<file path="config.mk">
export PLATFORM = sky130hd
export DESIGN_NAME = adc3_seq
export DESIGN_NICKNAME = d
export VERILOG_FILES = /design/src/rtl/adc3_seq_pkg.sv /design/src/rtl/adc_tick_gen.sv /design/src/rtl/adc3_seq.sv
export SDC_FILE = /design/constraint.sdc
export NUM_CORES = 1
export LEC_CHECK = 0
export BUFFER_PORTS_ARGS = -buffer_cell sky130_fd_sc_hd__buf_2
export CORE_UTILIZATION = 56
export CTS_CLUSTER_DIAMETER = 50
export DETAILED_ROUTE_END_ITERATION = 8
export PLACE_DENSITY = 0.79
export SYNTH_ARGS = -nofsm -noshare
export SYNTH_HDL_FRONTEND = slang
export SYNTH_SLANG_ARGS = --single-unit
</file>
<file path="constraint.sdc">
create_clock -name tx_clk -period 3.1 [get_ports tx_clk]
set_clock_uncertainty 0.05 [all_clocks]
set_input_delay 0.155 -clock tx_clk [delete_from_list [all_inputs] [get_ports tx_clk]]
set_output_delay 0.155 -clock tx_clk [all_outputs]
set_load 0.01 [all_outputs]
</file>
<file path="src/rtl/adc3_seq_pkg.sv">
// Shared definitions for the ADC conversion sequencer: sample width,
// default scheduling constants and FSM state encoding.
package adc3_seq_pkg;

  localparam int ADC_W        = 12;
  localparam int PERIOD_DEF   = 1024;
  localparam int BB_RATIO_DEF = 8;
  localparam int TIMEOUT_DEF  = 600;
  localparam int GUARD_DEF    = 40;

  typedef enum logic [1:0] {
    S_IDLE     = 2'b00,
    S_START    = 2'b01,
    S_WAIT_VAL = 2'b10,
    S_GUARD    = 2'b11
  } seq_state_e;

endpackage

</file>
<file path="src/rtl/adc_tick_gen.sv">
// Period timer: counts 0..PERIOD-1 while enabled and flags the last count
// as the conversion tick. Disabling the timer clears it.
module adc_tick_gen
  import adc3_seq_pkg::*;
#(
  parameter int PERIOD = PERIOD_DEF
) (
  input  logic tx_clk,
  input  logic tx_rst_n,
  input  logic en,
  output logic tick
);

  logic [15:0] cnt_q;

  assign tick = en && (cnt_q == 16'(PERIOD - 1));

  // Free-running period counter, held at zero while disabled.
  always_ff @(posedge tx_clk or negedge tx_rst_n) begin
    if (!tx_rst_n) begin
      cnt_q <= '0;
    end else if (!en || tick) begin
      cnt_q <= '0;
    end else begin
      cnt_q <= cnt_q + 16'd1;
    end
  end

endmodule

</file>
<file path="src/rtl/adc3_seq.sv">
// SOL/BB conversion sequencer: schedules fast (SOL) and slow (BB) ADC
// conversions, waits for the sample with a timeout, enforces a guard gap
// and routes each sample to its own hold register with a valid strobe.
module adc3_seq
  import adc3_seq_pkg::*;
#(
  parameter int PERIOD   = PERIOD_DEF,
  parameter int BB_RATIO = BB_RATIO_DEF,
  parameter int TIMEOUT  = TIMEOUT_DEF,
  parameter int GUARD    = GUARD_DEF
) (
  input  logic             tx_clk,
  input  logic             tx_rst_n,
  input  logic             seq_en,
  input  logic             bb_force,
  input  logic [ADC_W-1:0] adc_data,
  input  logic             adc_data_val,
  output logic             adc_convert,
  output logic             convert_slow,
  output logic [ADC_W-1:0] sol_data,
  output logic             sol_val,
  output logic [ADC_W-1:0] bb_data,
  output logic             bb_val,
  output logic             busy,
  output logic             timeout_err,
  output logic             overrun_err
);

  localparam int RW = (BB_RATIO > 1) ? $clog2(BB_RATIO) : 1;

  seq_state_e    state_q, state_d;
  logic          tick;
  logic          accept;
  logic          slow_sel;
  logic          capture;
  logic          expire;
  logic [RW-1:0] ratio_q;
  logic [15:0]   cnt_q;
  logic          force_q;
  logic          forced_q;
  logic          src_q;

  adc_tick_gen #(.PERIOD(PERIOD)) u_tick_gen (
    .tx_clk   (tx_clk),
    .tx_rst_n (tx_rst_n),
    .en       (seq_en),
    .tick     (tick)
  );

  assign accept   = (state_q == S_IDLE) && tick;
  assign slow_sel = force_q || (ratio_q == RW'(BB_RATIO - 1));
  assign capture  = (state_q == S_WAIT_VAL) && adc_data_val;
  // The wait count starts in START, so expiry lands TIMEOUT cycles after
  // the start strobe; a coincident valid takes precedence.
  assign expire   = (state_q == S_WAIT_VAL) && !adc_data_val &&
                    (cnt_q == 16'(TIMEOUT - 1));

  // Next-state logic for the conversion FSM.
  always_comb begin
    state_d = state_q;
    case (state_q)
      S_IDLE:     if (tick) state_d = S_START;
      S_START:    state_d = S_WAIT_VAL;
      S_WAIT_VAL: if (adc_data_val || (cnt_q == 16'(TIMEOUT - 1))) state_d = S_GUARD;
      S_GUARD:    if (cnt_q == 16'(GUARD - 1)) state_d = S_IDLE;
      default:    state_d = S_IDLE;
    endcase
  end

  // FSM state register.
  always_ff @(posedge tx_clk or negedge tx_rst_n) begin
    if (!tx_rst_n) state_q <= S_IDLE;
    else           state_q <= state_d;
  end

  // Wait/guard counter, ratio counter, bb_force latch and source capture.
  always_ff @(posedge tx_clk or negedge tx_rst_n) begin
    if (!tx_rst_n) begin
      cnt_q    <= '0;
      ratio_q  <= '0;
      force_q  <= 1'b0;
      forced_q <= 1'b0;
      src_q    <= 1'b0;
    end else begin
      if ((state_q == S_IDLE) || ((state_q == S_WAIT_VAL) && (state_d == S_GUARD)))
        cnt_q <= '0;
      else
        cnt_q <= cnt_q + 16'd1;
      // A new request wins over the clear so a pulse during START is kept.
      force_q <= bb_force || (force_q && !((state_q == S_START) && forced_q));
      if (accept) begin
        src_q    <= slow_sel;
        forced_q <= force_q;
      end
      if (state_q == S_START) begin
        if (forced_q || (ratio_q == RW'(BB_RATIO - 1))) ratio_q <= '0;
        else                                            ratio_q <= ratio_q + RW'(1);
      end
    end
  end

  // Registered outputs: start strobe, status pulses and sample routing.
  always_ff @(posedge tx_clk or negedge tx_rst_n) begin
    if (!tx_rst_n) begin
      adc_convert  <= 1'b0;
      convert_slow <= 1'b0;
      busy         <= 1'b0;
      timeout_err  <= 1'b0;
      overrun_err  <= 1'b0;
      sol_val      <= 1'b0;
      bb_val       <= 1'b0;
      sol_data     <= '0;
      bb_data      <= '0;
    end else begin
      adc_convert  <= accept;
      convert_slow <= accept && slow_sel;
      busy         <= (state_d != S_IDLE);
      timeout_err  <= expire;
      overrun_err  <= tick && (state_q != S_IDLE);
      sol_val      <= capture && !src_q;
      bb_val       <= capture && src_q;
      if (capture && !src_q) sol_data <= adc_data;
      if (capture && src_q)  bb_data  <= adc_data;
    end
  end

endmodule

</file>
==> results.ini <==
[route]
first_pass_iters=6
viasPerCell=5.419
drt_iter0_drc=115
wl_per_cell_um=14.59
vias=2162
drtAntennaViolNets=0
totalWireLength_mm=5.823
drc=0

[clock_network]
numClockSinks=71
clkTransAtPathRegs_ns=0.08
hold_buffers=9
insertion_delay_ns=0.35
htreeDepth=3
cts_root_buf=clkbuf_8
cts_resized=0
postCtsSetupBuffers=0
numCtsBuffers=9
cts.path.max_buffers=2
cts_tree=built

[synth]
syn_nets=282
async_reset_ff_frac=1.000
yosysTopAreaCellShare=0.5810
yosysUniqueCellTypes=36
synth_mux_area_frac=0.1002
synth.ff_latch_count=71
syn_avg_cell_area_um2=11.72
synthCells=261
ys_top_cells_by_area=dfrtp_1 (58%), mux2_2 (9.2%), nor2_1 (4.7%)
synth_area_um2=3058
yosys_warnings=0
synth-xor-area-share=0.08020
yosysTopAreaCell=dfrtp_1
synth_edf_count=0
synth_fa_ha_area_frac=0.01637
synthFlopType=dfrtp_1
synth_compound_gate_area_share=0.02087
yosys.area_share.simple=0.1821
ys_seq_area_frac=0.5810
synth_top_family_by_area=simple AND/OR/NAND/NOR gates

[sta]
worstMarginPinSlew_ns=0.8449
slew_viol_final=0
tns_ns=0
setup_viol=0
fin_hold_ws_ns=0.002566
rsz0062_at_grt=false
slew_headroom=0.4367
layout_worst_path_cycle_share=0.7954
fin_crit_ns=2.466
fmax_mhz=405.5
hold_viol_final=0
fin_ws_ns=0.6341

[placement]
port_buffers=47
globalplace.congestion=0.8044
hpwl_mm=3.798
dpl_cell_area_um2=3391
dpl_worst_slack_ns=0.6696

[pwr]
p_per_area_nw_per_um2=709.0
vdd_drop_max_uv=581.9
p_leak_nw=1.752
fin_total_pwr_mw=2.648

[floorplan]
placementRows=26
die_h_um=75.90
die-area_um2=5760
ios=48
die_w_um=75.90
coreArea_um2=5172
start_util=0.5912

[finish]
layout_commonest_cell=dfrtp_1
fin_area_um2=3735
layout_common_cells=dfrtp_1 (71), buf_2 (47), nor2_1 (38)
drive_gt1_frac=0.2888
syn_to_final_growth_pct=22.14
nNetsFinal=345
antennaDiodeCount=0

[global_route]
antenna_found_initial=0
grt_pass1_wl_mm=9.273
grt-ovfl-total=0
grt_max_degree=72
gr-usage-all-layers=0.2209
grt_pass1_vias=2003

[hold_path]
hold_path_class=in -> reg

[job]
max-cap-violations=0

[critical_path]
crit_path_top_delay_cell=or4_1
worst_path_most_repeated_cell=or4_1
end_kind=flop
worst-path-buf-inv=0
crit_path_cell_trace=or4_1, or4_1, or3_1, mux2_4
cp.required_ns=3.28
critical_path.top_delay_family=simple AND/OR/NAND/NOR gates
max_stage_delay_ns=0.56
critPathLaunchType=flop
arrival_ns=2.64
critPathMaxFanout=6
criticalPathCategory=reg -> reg

[status]
status=complete, no violations

## state kept, by name (all words and copies together) (netlist names), 2 cells and up
signal / count
cnt_q: 16
u_tick_gen.cnt_q: 16
bb_data: 12
sol_data: 12
ratio_q: 3
state_q: 2
## Yosys cell counts (all sizes together) (3+ instances only)
cell    count
ha          4
nand2       8
dfrtp      71
nand3      12
clkbuf      5
xnor2      16
nand2b      3
nor3        8
mux2       26
nor4        7
inv         7
and2        3
and4        4
nand4      13
xor2       12
nor2       38
buf         3
## cell type report
cell class	instances	area, um2
clock inverter	6	116.4
fill	349	1438
clock buffer	10	137.6
tap	70	87.58
timing repair buffer	60	355.3
multi-input combinational	175	1235
sequential	71	1777
inverter	7	26.28
## layer usage
layer | vias to the layer above | wire length, um | global-route usage
met1 | 1077 | 2725 | 0.3034
li1 | 1039 | - | -
met5 | - | 0 | 0
met4 | 0 | 118 | 0.1111
met2 | 35 | 2817 | 0.3382
met3 | 11 | 161 | 0.04101
## kinds of logic after synthesis
family	count (synthesis)
AND/OR/NAND/NOR	107
flip-flops	71
XOR/XNOR	28
multiplexers	27
buffers and inverters	15
AO/OA/AOI/OAI	9
adder cells (fa/ha/maj)	4
## stage by stage
step / std cells / utilization
floorplan: 261 / -
global placement: 374 / 0.6555
detailed placement: 374 / 0.6555
CTS: 399 / 0.7221
global route: 399 / 0.7221
finish: 399 / 0.7221
## report_power, final
part	switching [mW]	total (mW)	internal, mW	leakage [nW]
sequential	0.132	1.21	1.08	0.908
combinational	0.257	0.512	0.254	0.716
clock	0.361	0.923	0.562	0.127
## path summary, 6_finish.rpt
path / startpoint / end / slack [ns] / cells after the start
worst max-delay path: u_tick_gen.cnt_q[10] / forced_q / 0.63 / 4
worst min-delay path: adc_data[5] / bb_data[5] / 0.003 / 2
worst max register to register: u_tick_gen.cnt_q[10] / forced_q / 0.63 / 4
worst min register to register: bb_data[10] / bb_data[10] / 0.45 / 1
max in group asynchronous: tx_rst_n / cnt_q[5] / 1.97 / 3
min in group asynchronous: tx_rst_n / u_tick_gen.cnt_q[8] / 0.48 / 3
No activity file was read; power rests on OpenSTA's default activity.
